[src/rtl/tdc_pkg.sv]
// Shared types and helpers for the multi-channel coarse TDC core.
package tdc_pkg;

    typedef enum logic [1:0] {
        ST_IDLE,
        ST_ARMED,
        ST_MEASURE,
        ST_DRAIN
    } tdc_state_e;

    typedef enum logic {
        MODE_SINGLE = 1'b0,
        MODE_CONT   = 1'b1
    } tdc_mode_e;

    function automatic int ch_width(input int nch);
        return (nch > 1) ? $clog2(nch) : 1;
    endfunction

    function automatic int rec_width(input int nch, input int cnt_w);
        return ch_width(nch) + 1 + cnt_w;
    endfunction

endpackage

[src/rtl/tdc_sync_edge.sv]
// Multi-flop synchroniser for one asynchronous input followed by a registered
// rising-edge detector; input rise to pulse takes SYNC_STAGES+1 cycles.
module tdc_sync_edge #(
    parameter int SYNC_STAGES = 2
) (
    input  logic clk,
    input  logic rst_n,
    input  logic din,
    output logic rise
);

    logic [SYNC_STAGES-1:0] sync;
    logic                   prev;

    always_ff @(posedge clk or negedge rst_n) begin
        if (!rst_n) begin
            sync <= '0;
            prev <= 1'b0;
            rise <= 1'b0;
        end else begin
            sync <= {sync[SYNC_STAGES-2:0], din};
            prev <= sync[SYNC_STAGES-1];
            rise <= sync[SYNC_STAGES-1] & ~prev;
        end
    end

endmodule

[src/rtl/tdc_mc_core.sv]
// Multi-channel coarse TDC: one shared start, NCH stops, interval in clock
// cycles, saturating timeout and a record FIFO on a valid/ready port.
//
// state   | meaning
// IDLE    | waiting for arm request
// ARMED   | waiting for start edge
// MEASURE | counting, capturing first stop edge per channel
// DRAIN   | pushing one record per cycle, channel 0 upward
module tdc_mc_core
    import tdc_pkg::*;
#(
    parameter int NCH         = 4,
    parameter int CNT_W       = 16,
    parameter int FIFO_DEPTH  = 8,
    parameter int SYNC_STAGES = 2
) (
    input  logic                              clk,
    input  logic                              rst_n,
    input  logic                              start_i,
    input  logic [NCH-1:0]                    stop_i,
    input  logic                              arm_i,
    input  logic                              mode_i,
    output logic                              busy_o,
    output logic                              rec_valid_o,
    input  logic                              rec_ready_i,
    output logic [rec_width(NCH, CNT_W)-1:0]  rec_data_o,
    output logic                              missed_o
);

    localparam int CH_W  = ch_width(NCH);
    localparam int REC_W = rec_width(NCH, CNT_W);
    localparam int AW    = $clog2(FIFO_DEPTH);
    localparam logic [CNT_W-1:0] CNT_MAX = '1;

    logic           start_edge;
    logic [NCH-1:0] stop_edge;

    tdc_sync_edge #(.SYNC_STAGES(SYNC_STAGES)) u_sync_start (
        .clk  (clk),
        .rst_n(rst_n),
        .din  (start_i),
        .rise (start_edge)
    );

    for (genvar g = 0; g < NCH; g++) begin : g_stop
        tdc_sync_edge #(.SYNC_STAGES(SYNC_STAGES)) u_sync_stop (
            .clk  (clk),
            .rst_n(rst_n),
            .din  (stop_i[g]),
            .rise (stop_edge[g])
        );
    end

    tdc_state_e                    state, state_nx;
    logic [CNT_W-1:0]              cnt, cnt_nx;
    logic [NCH-1:0]                stopped, stopped_nx;
    logic [NCH-1:0][CNT_W-1:0]     cap_cnt, cap_cnt_nx;
    logic [NCH-1:0]                cap_ovf, cap_ovf_nx;
    logic [CH_W-1:0]               idx, idx_nx;
    logic                          missed, missed_nx;
    logic                          push, pop, full;
    logic [REC_W-1:0]              push_data;

    logic [FIFO_DEPTH-1:0][REC_W-1:0] mem;
    logic [AW-1:0]                    wr_ptr, rd_ptr;
    logic [AW:0]                      fcount;

    always_comb begin
        state_nx   = state;
        cnt_nx     = cnt;
        stopped_nx = stopped;
        cap_cnt_nx = cap_cnt;
        cap_ovf_nx = cap_ovf;
        idx_nx     = idx;
        missed_nx  = missed;
        push       = 1'b0;
        push_data  = {idx, cap_ovf[idx], cap_cnt[idx]};

        unique case (state)
            ST_IDLE: begin
                if (arm_i) begin
                    state_nx  = ST_ARMED;
                    missed_nx = 1'b0;
                end
            end
            ST_ARMED: begin
                if (start_edge) begin
                    state_nx   = ST_MEASURE;
                    cnt_nx     = '0;
                    stopped_nx = '0;
                    cap_cnt_nx = '0;
                    cap_ovf_nx = '0;
                end
            end
            ST_MEASURE: begin
                cnt_nx = (cnt == CNT_MAX) ? cnt : cnt + 1'b1;
                for (int c = 0; c < NCH; c++) begin
                    if (stop_edge[c] && !stopped[c]) begin
                        stopped_nx[c] = 1'b1;
                        cap_cnt_nx[c] = cnt + 1'b1;
                    end
                end
                if (&stopped_nx) begin
                    state_nx = ST_DRAIN;
                end else if (cnt_nx == CNT_MAX) begin
                    // Counter hits full scale: channels still open become overflow records.
                    state_nx = ST_DRAIN;
                    for (int c = 0; c < NCH; c++) begin
                        if (!stopped_nx[c]) begin
                            cap_ovf_nx[c] = 1'b1;
                            cap_cnt_nx[c] = CNT_MAX;
                        end
                    end
                end
            end
            ST_DRAIN: begin
                if (!full || pop) begin
                    push = 1'b1;
                    if (idx == CH_W'(NCH - 1)) begin
                        idx_nx   = '0;
                        state_nx = (tdc_mode_e'(mode_i) == MODE_CONT) ? ST_ARMED : ST_IDLE;
                    end else begin
                        idx_nx = idx + 1'b1;
                    end
                end
            end
            default: state_nx = ST_IDLE;
        endcase

        if (start_edge && state != ST_ARMED) missed_nx = 1'b1;
    end

    always_ff @(posedge clk or negedge rst_n) begin
        if (!rst_n) begin
            state   <= ST_IDLE;
            cnt     <= '0;
            stopped <= '0;
            cap_cnt <= '0;
            cap_ovf <= '0;
            idx     <= '0;
            missed  <= 1'b0;
        end else begin
            state   <= state_nx;
            cnt     <= cnt_nx;
            stopped <= stopped_nx;
            cap_cnt <= cap_cnt_nx;
            cap_ovf <= cap_ovf_nx;
            idx     <= idx_nx;
            missed  <= missed_nx;
        end
    end

    assign full = (fcount == (AW + 1)'(FIFO_DEPTH));
    assign pop  = rec_valid_o & rec_ready_i;

    always_ff @(posedge clk or negedge rst_n) begin
        if (!rst_n) begin
            mem    <= '0;
            wr_ptr <= '0;
            rd_ptr <= '0;
            fcount <= '0;
        end else begin
            if (push) begin
                mem[wr_ptr] <= push_data;
                wr_ptr      <= wr_ptr + 1'b1;
            end
            if (pop) rd_ptr <= rd_ptr + 1'b1;
            fcount <= fcount + (AW + 1)'(push) - (AW + 1)'(pop);
        end
    end

    assign busy_o      = (state != ST_IDLE);
    assign rec_valid_o = (fcount != '0);
    assign rec_data_o  = mem[rd_ptr];
    assign missed_o    = missed;

endmodule

[config.mk]
export PLATFORM = sky130hd
export DESIGN_NAME = tdc_mc_core
export DESIGN_NICKNAME = d
export VERILOG_FILES = /design/src/rtl/tdc_pkg.sv /design/src/rtl/tdc_sync_edge.sv /design/src/rtl/tdc_mc_core.sv
export SDC_FILE = /design/constraint.sdc
export NUM_CORES = 1
export LEC_CHECK = 0
export CORE_AREA = 4 4 159 161
export CTS_CLUSTER_DIAMETER = 30
export DETAILED_ROUTE_END_ITERATION = 7
export DIE_AREA = 0 0 163 165
export GPL_TIMING_DRIVEN = 0
export PLACE_DENSITY = 0.75
export SLEW_MARGIN = 20
export SYNTH_ARGS = -nofsm -noshare
export SYNTH_HDL_FRONTEND = slang
export SYNTH_HIERARCHICAL = 1
export SYNTH_SLANG_ARGS = --single-unit
[constraint.sdc]
create_clock -name clk -period 2.49 [get_ports clk]
set_input_delay 0.249 -clock clk [delete_from_list [all_inputs] [get_ports clk]]
set_output_delay 0.249 -clock clk [all_outputs]
set_load 0.1 [all_outputs]
==> summary.md, run 1 <==
| Metric | Value |
|---|---|
| Gate power share | `0.445` |
| Psw | `9.65 mW` |
| Min Hold Slack | `0.141 ns` |
| FF+latch count, synth | `275` |
| Vias in the first global route | `about 10000` |
| Initial DRC count | `around 980` |
| Post-synthesis async set-or-reset flop share | `1.00` |
| Critical Path AT | `3.15 ns` |
| Clock root cell | `clkbuf_16` |
| Total grt overflow | `0` |
| Sw Share | `0.387` |
| HPWL after detailed placement | `21.0 mm` |
| Fin crit share | `1.08` |
| Max_slew headroom | `0.354` |
| RSZ-0062 raised after global routing | `true` |
| DR vias/cell | `~6.3` |
| Worst reg2reg endpoint | `cap_cnt[54]` |
| Critical path's largest stage delay | `0.51 ns` |
| Synth top cells by count | `dfrtp_1, mux2_2, nor2_1` |
| Leakage | `8.00 nW` |
| Number of synthesized flops with an enable pin | `0` |
| Max Cap Viol | `0` |
| Layout cells sized above 1 | `0.452` |
| Largest net degree at the start of global routing | `86` |
| Final setup fails | `72` |
| Initial Util | `0.552` |
| Routed WL | `37.3 mm` |
| N_diodes | `0` |
| Clock Skews | `~0.018 ns` |
| First-pass GRT wire length | `56.6 mm` |
| Fin. max-slew vios | `0` |
| Crit. End Element | `flip-flop` |
| Reg2reg path depth | `10` |
| Worst-Margin Slew | `0.966 ns` |
| Chip Height | `between 150 and 200 um` |
| Ports | `32` |
| DR vias | `between 9000 and 10000` |
| Clk Latency, worst-skew pair | `0.55 ns` |
| Syn Inst Count | `roughly 1100` |
| Worst hold path stage count | `1` |
| CP startpoint kind | `flip-flop` |
| Synth cell types | `61` |
| Crit path required time | `2.96 ns` |
| Syn_nets | `about 1100` |
| Full die area | `0.0269 mm2` |
| Antenna violations before repair | `0` |
| Clock buffers created by TritonCTS | `49` |
| Internal | `15.3 mW` |
| H-Tree Depth | `2` |
| Setup TNS | `-5.98 ns` |
| Clk sinks | `275` |
| Worst hold path endpoint | `g_stop[0].u_sync_stop/sync[0]` |
| Fillers | `1419` |
| Final net count | `between 1000 and 1500` |
| Avg WL per Cell | `roughly 24 um` |
| Total Routing Usage GR | `0.270` |
| Critical-path cell list | `ha_4, nand4_4, nor3_4, o2111ai_2, a221o_2, nor2_4, buf_6, a21oi_4, clkbuf_16, o21ai_2` |
| Post-route ant nets | `0` |
| Failing checks | `setup timing` |
| FF-to-FF Start | `cnt[1]` |
| Longest Clk Path Bufs | `3` |
| Post-synth top flop | `dfrtp_1` |
| Synth area leaders | `dfrtp_1, mux2_2, mux4_2` |
| Warnings, synthesis | `6` |
| Origin of the worst min-delay path | `stop_i[0]` |
| Chip Width | `163 um` |
| Final WS setup | `-0.188 ns` |
| Post-synth top area share | `0.520` |
| Slowest CP cell | `a221o_2` |
| Worst vdd ir | `around 0.94 mV` |
| Post-Synthesis Cell Area | `0.0132 mm2` |
| Final GP Congestion | `0.911` |
| Fin util | `0.732` |
| Register share of total power | `0.281` |
| Min cycle time layout | `2.68 ns` |
| Num rows | `57` |
| Hold crit path type | `in2reg` |
| Layout area overhead | `32.6%` |
| Synthesized area per cell | `approximately 12 um2` |
| Port Buffers | `31` |
| Crit Path Class | `reg2reg` |
| Hold violation count in the final report | `0` |
| Seq/Total Area, Yosys | `0.520` |
| CP Max Fanout | `6` |
| Most common cell in the synthesized netlist | `dfrtp_1` |
| Status | `finished, violations left` |
| Clock Pin Slew Worst Setup and Hold Paths | `0.05 ns` |
| FMAX | `373 MHz` |
| DRC Markers | `0` |
| CTS tree | `done` |
| Cell Pwr Density | `1420 mW/mm2` |
| R2R Setup Slk | `-0.19 ns` |
| First-pass iteration count of the detailed router | `5` |
| Core Box Area | `0.0240 mm2` |
| Area leader, netlist | `dfrtp_1` |
| Clk pwr share | `0.275` |
==> critical path, delay by kind of cell (launching register included) <==
| kind | cells | cell delay (ns) |
|---|---|---|
| compound gates | 4 | 0.91 |
| simple gates | 3 | 0.71 |
| flops | 1 | 0.42 |
| buf+inv | 2 | 0.35 |
| fa+ha+maj | 1 | 0.20 |
==> cell type report <==
type / instances / area (um2) / area share
buffer: 65 / 470 / 0.0268
clock buffer: 61 / 1350 / 0.0770
clock inverter: 29 / 358 / 0.0204
inverter: 22 / 83.8 / 0.00478
multi-input combinational: 712 / 6730 / 0.383
sequential: 275 / 6900 / 0.393
tap: 324 / 405 / 0.0231
timing repair buffer: 96 / 1250 / 0.0713
==> layout by cell type (no fill, tap or decap), types with 5 or more instances in the layout <==
master,Yosys,final
buf_16,0,6
xnor2_1,16,12
clkinvlp_4,0,11
mux2_4,0,18
buf_12,0,27
clkbuf_2,0,21
buf_2,13,5
ha_1,15,13
dfrtp_1,275,264
inv_1,20,20
nor3_1,15,14
mux2_2,173,155
nor4_4,2,6
o21ai_0,86,64
nand3_4,0,5
buf_4,1,46
o21ai_2,0,30
buf_6,0,20
a21oi_4,0,5
o31a_1,5,5
bufinv_16,0,5
clkbuf_1,46,16
nor2_1,112,110
nand4_1,5,5
mux4_2,55,55
nand2b_1,7,7
clkbuf_16,0,51
clkdlybuf4s50_1,0,9
clkbuf_8,0,9
inv_6,0,7
o21ai_1,20,12
clkbuf_4,0,7
nand2_1,48,45
a22oi_2,0,7
clkinv_4,0,5
nor2b_4,5,5
a21oi_1,51,45
xor2_1,7,5
dfrtp_2,0,11
==> logic make-up (layout without fill, tap and decap cells) <==
kind of cell,count (synthesis),after routing,synth area share
AO/OA/AOI/OAI,206,206,0.0908
flip-flops,275,275,0.520
XOR/XNOR,23,23,0.0152
multiplexers,230,230,0.242
buffers and inverters,88,273,0.0265
AND/OR/NAND/NOR,237,237,0.0891
adder cells (fa/ha/maj),16,16,0.0157
==> per-stage QoR <==
| stage | area [um2] | std cells | power, mW | setup slack [ns] |
|---|---|---|---|---|
| floorplan | 13200 | 1075 | 13.2 | -0.0161 |
| global placement | 14000 | 1430 | 15.3 | -10.56 |
| detailed placement | 14000 | 1433 | 15.6 | -0.986 |
| CTS | 17000 | 1562 | 24.1 | -0.105 |
| global route | 17500 | 1584 | 25.9 | -0.258 |
| finish | 17500 | 1584 | 24.9 | -0.188 |
==> power by group through the flow <==
stage	logic, mW	registers, mW	clock network [mW]
floorplan	6.60	6.63	0
global placement	8.50	6.81	0
detailed placement	8.71	6.88	0
CTS	10.4	6.89	6.86
global route	11.7	7.12	7.12
finish	11.1	6.99	6.84
==> flip-flops by register name, summed over array words and instances (netlist names) <==
name,count
mem,152
cap_cnt,64
cnt,16
g_stop.u_sync_stop/sync,8
cap_ovf,4
fcount,4
g_stop.u_sync_stop/prev,4
g_stop.u_sync_stop/rise,4
stopped,4
rd_ptr,3
wr_ptr,3
idx,2
state,2
u_sync_start/sync,2
missed_o,1
u_sync_start/prev,1
u_sync_start/rise,1
==> per-layer routing <==
metal	vias to the layer above	global-route usage	wire length [um]
met5	-	0	0
met4	0	0.103	1500
met3	145	0.0467	2820
met2	525	0.472	19000
met1	5080	0.338	14000
li1	4232	-	-
==> worst max path at each step <==
| stage | start | endpoint | slack (ns) | depth (start not counted) |
|---|---|---|---|---|
| after global routing | cnt[1] | state[1] | -0.26 | 8 |
| after floorplan | fcount[2] | mem[10] | -0.02 | 8 |
| after detailed placement | rd_ptr[1] | rec_data_o[13] | -0.99 | 5 |
| after global placement | rst_n | mem[124] | -10.56 | 1 |
| final | cnt[1] | cap_cnt[54] | -0.19 | 10 |
| after CTS | cnt[1] | state[1] | -0.10 | 8 |
==> what timing repair did <==
item | in CTS | in global routing
buffers inserted | 33 | 22
resized for setup | 371 | 101
pin swaps | 44 | 28
gates cloned | 6 | 1
endpoints found under the setup margin | 261 | 145
hold buffers | 1 | 0
endpoints found under the hold margin | 40 | 0
(Power assumes the default switching activity.)
==> run 2: changes to the inputs <==
--- a/config.mk
+++ b/config.mk
@@ -5,12 +5,11 @@
 export SDC_FILE = /design/constraint.sdc
 export NUM_CORES = 1
 export LEC_CHECK = 0
-export CORE_AREA = 4 4 159 161
+export CORE_AREA = 4 4 177 179
 export CTS_CLUSTER_DIAMETER = 30
 export DETAILED_ROUTE_END_ITERATION = 7
-export DIE_AREA = 0 0 163 165
+export DIE_AREA = 0 0 181 183
 export GPL_TIMING_DRIVEN = 0
-export PLACE_DENSITY = 0.75
 export SLEW_MARGIN = 20
 export SYNTH_ARGS = -nofsm -noshare
 export SYNTH_HDL_FRONTEND = slang
==> run 2 against run 1 <==
  * The flow still finishes with violations (setup timing)
  * Fmax rose by 3.7%
  * Register-to-register slack improved by 0.096 ns
  * Via count fell by 3.4%
  * Hold slack got worse by 0.0044 ns
  * Flip-flop and latch count did not move
  * First-iteration DRC count fell by 29%
  * Critical path type unchanged
  * Critical endpoint is now cap_ovf[1]
  * Largest power group unchanged
==> summary.md, run 2 (synthesis results as in run 1) <==
| Metric | Value |
|---|---|
| Avg WL per Cell | `21.6 um` |
| Fin. max-slew vios | `0` |
| DR vias | `a little under 10000` |
| Chip Height | `183 um` |
| Worst-Margin Slew | `0.967 ns` |
| Critical-path cell list | `ha_4, nand4_4, nor4_4, inv_2, a221o_2, o21ai_0, and2_1, buf_2, a32o_1` |
| Min cycle time layout | `between 2 and 3 ns` |
| Max Cap Viol | `0` |
| Clock root cell | `clkbuf_16` |
| Slowest CP cell | `nor4_4` |
| Longest Clk Path Bufs | `3` |
| Crit Path Class | `reg2reg` |
| Clock Skews | `~0.027 ns` |
| First-pass iteration count of the detailed router | `5` |
| Critical Path AT | `3.07 ns` |
| Max FFs per register | `152` |
| Status | `finished, violations left` |
| DRC Markers | `0` |
| Chip Width | `181 um` |
| Placement Setup Slack | `-1.06 ns` |
| CTS tree | `done` |
| Final net count | `1258` |
| Routed WL | `between 30 and 40 mm` |
| Largest regs | `mem x152, cap_cnt x64, cnt x16` |
| Total Routing Usage GR | `0.221` |
| HPWL after detailed placement | `21.5 mm` |
| Post-route design area | `0.0180 mm2` |
| Critical path's largest stage delay | `~0.47 ns` |
| Port Buffers | `31` |
| Most common cell after layout, fill and taps aside | `dfrtp_1` |
| Total grt overflow | `0` |
| FF/Latch Area | `0.00689 mm2` |
| Antenna violations before repair | `0` |
| Full die area | `0.0331 mm2` |
| Fin crit share | `1.04` |
| Multi-input gate area | `between 0.006 and 0.007 mm2` |
| Final GP Congestion | `0.899` |
| Clk sinks | `around 280` |
| Fillers | `~2300` |
| Ports | `32` |
| Hold crit path type | `in2reg` |
| Clock Pin Slew Worst Setup and Hold Paths | `0.05 ns` |
| Fin util | `0.609` |
| Clock buffers created by TritonCTS | `between 70 and 80` |
| Most frequent cells in the layout | `dfrtp_1, mux2_2, nor2_1, clkbuf_16, o21ai_0` |
| Max_slew headroom | `0.354` |
| Final WS setup | `-0.0924 ns` |
| Leakage | `8.24 nW` |
| Cell Area, Placed | `0.0141 mm2` |
| H-Tree Depth | `3` |
| Total power | `26.6 mW` |
| Initial DRC count | `702` |
| Crit path required time | `2.98 ns` |
| Layout cells sized above 1 | `0.436` |
| Crit. End Element | `flip-flop` |
| Vias in the first global route | `9946` |
| FMAX | `387 MHz` |
| RSZ-0062 raised after global routing | `true` |
| Worst vdd ir | `0.809 mV` |
| Num rows | `63` |
| First-pass GRT wire length | `approximately 57 mm` |
| Layout area overhead | `36.1%` |
| Hold violation count in the final report | `0` |
| DR vias/cell | `between 5 and 6` |
| Final setup fails | `56` |
| CP startpoint kind | `flip-flop` |
| Biggest register | `mem` |
| Post-route ant nets | `0` |
| N_diodes | `0` |
| CP Max Fanout | `6` |
| Clk Latency, worst-skew pair | `0.56 ns` |
| Largest net degree at the start of global routing | `88` |
| Core Box Area | `0.0296 mm2` |
| Failing checks | `setup timing` |
| Cell Pwr Density | `1480 mW/mm2` |
| Initial Util | `0.447` |
[run 2: worst paths after layout]
kind,start,to,slack [ns],cells after the start
min in group asynchronous,rst_n,mem[76],0.15,2
hold / removal,stop_i[3],g_stop[3].u_sync_stop/sync[0],0.14,1
hold reg to reg,g_stop[0].u_sync_stop/sync[0],g_stop[0].u_sync_stop/sync[1],0.34,0
setup reg to reg,cnt[0],cap_ovf[1],-0.09,9
setup / recovery,cnt[0],cap_ovf[1],-0.09,9
max in group asynchronous,rst_n,cnt[7],1.20,4
[run 2: timing repair]
action	4_1_cts	5_1_grt
resized for setup	334	69
pin swaps	38	22
gates cloned	6	0
hold buffers	1	0
hold endpoints to repair	104	0
buffers inserted	34	8
endpoints found under the setup margin	262	146
[run 2: per-layer routing]
metal / share of wire / global-route usage
met4: 0.032 / 0.0811
met5: 0 / 0
met3: 0.054 / 0.0450
met1: 0.41 / 0.283
met2: 0.50 / 0.377
[run 2: cell type report]
class	count	area share
Timing Repair Buffer	83	0.0559
Clock buffer	102	0.118
Inverter	22	0.00466
Sequential cell	275	0.383
Multi-Input combinational cell	713	0.365
Buffer	64	0.0250
Clock inverter	32	0.0213
Tap cell	390	0.0271
[run 2: through the flow]
step                setup TNS, ns  hold slack, ns  std cells
global route                -6.42           0.116       1681
finish                      -1.83           0.136       1681
detailed placement        -138.79           0.132       1500
CTS                         -1.12           0.121       1674
floorplan                  -0.270         -0.0466       1075
global placement         -3162.49           0.334       1496
[run 2: where the power goes]
part	switching (mW)	leakage (nW)	internal, mW	total [mW]
logic	5.87	3.39	4.36	10.2
registers	0.953	3.63	5.99	6.94
clock network	2.76	1.22	6.64	9.41
total	9.58	8.24	17.0	26.6
[run 2: worst max-delay path, delay by kind of cell (launching register included)]
kind | cells | cell delay, ns
simple gates | 3 | 0.79
compound gates | 3 | 0.91
fa+ha+maj | 1 | 0.17
flops | 1 | 0.39
buf+inv | 2 | 0.26
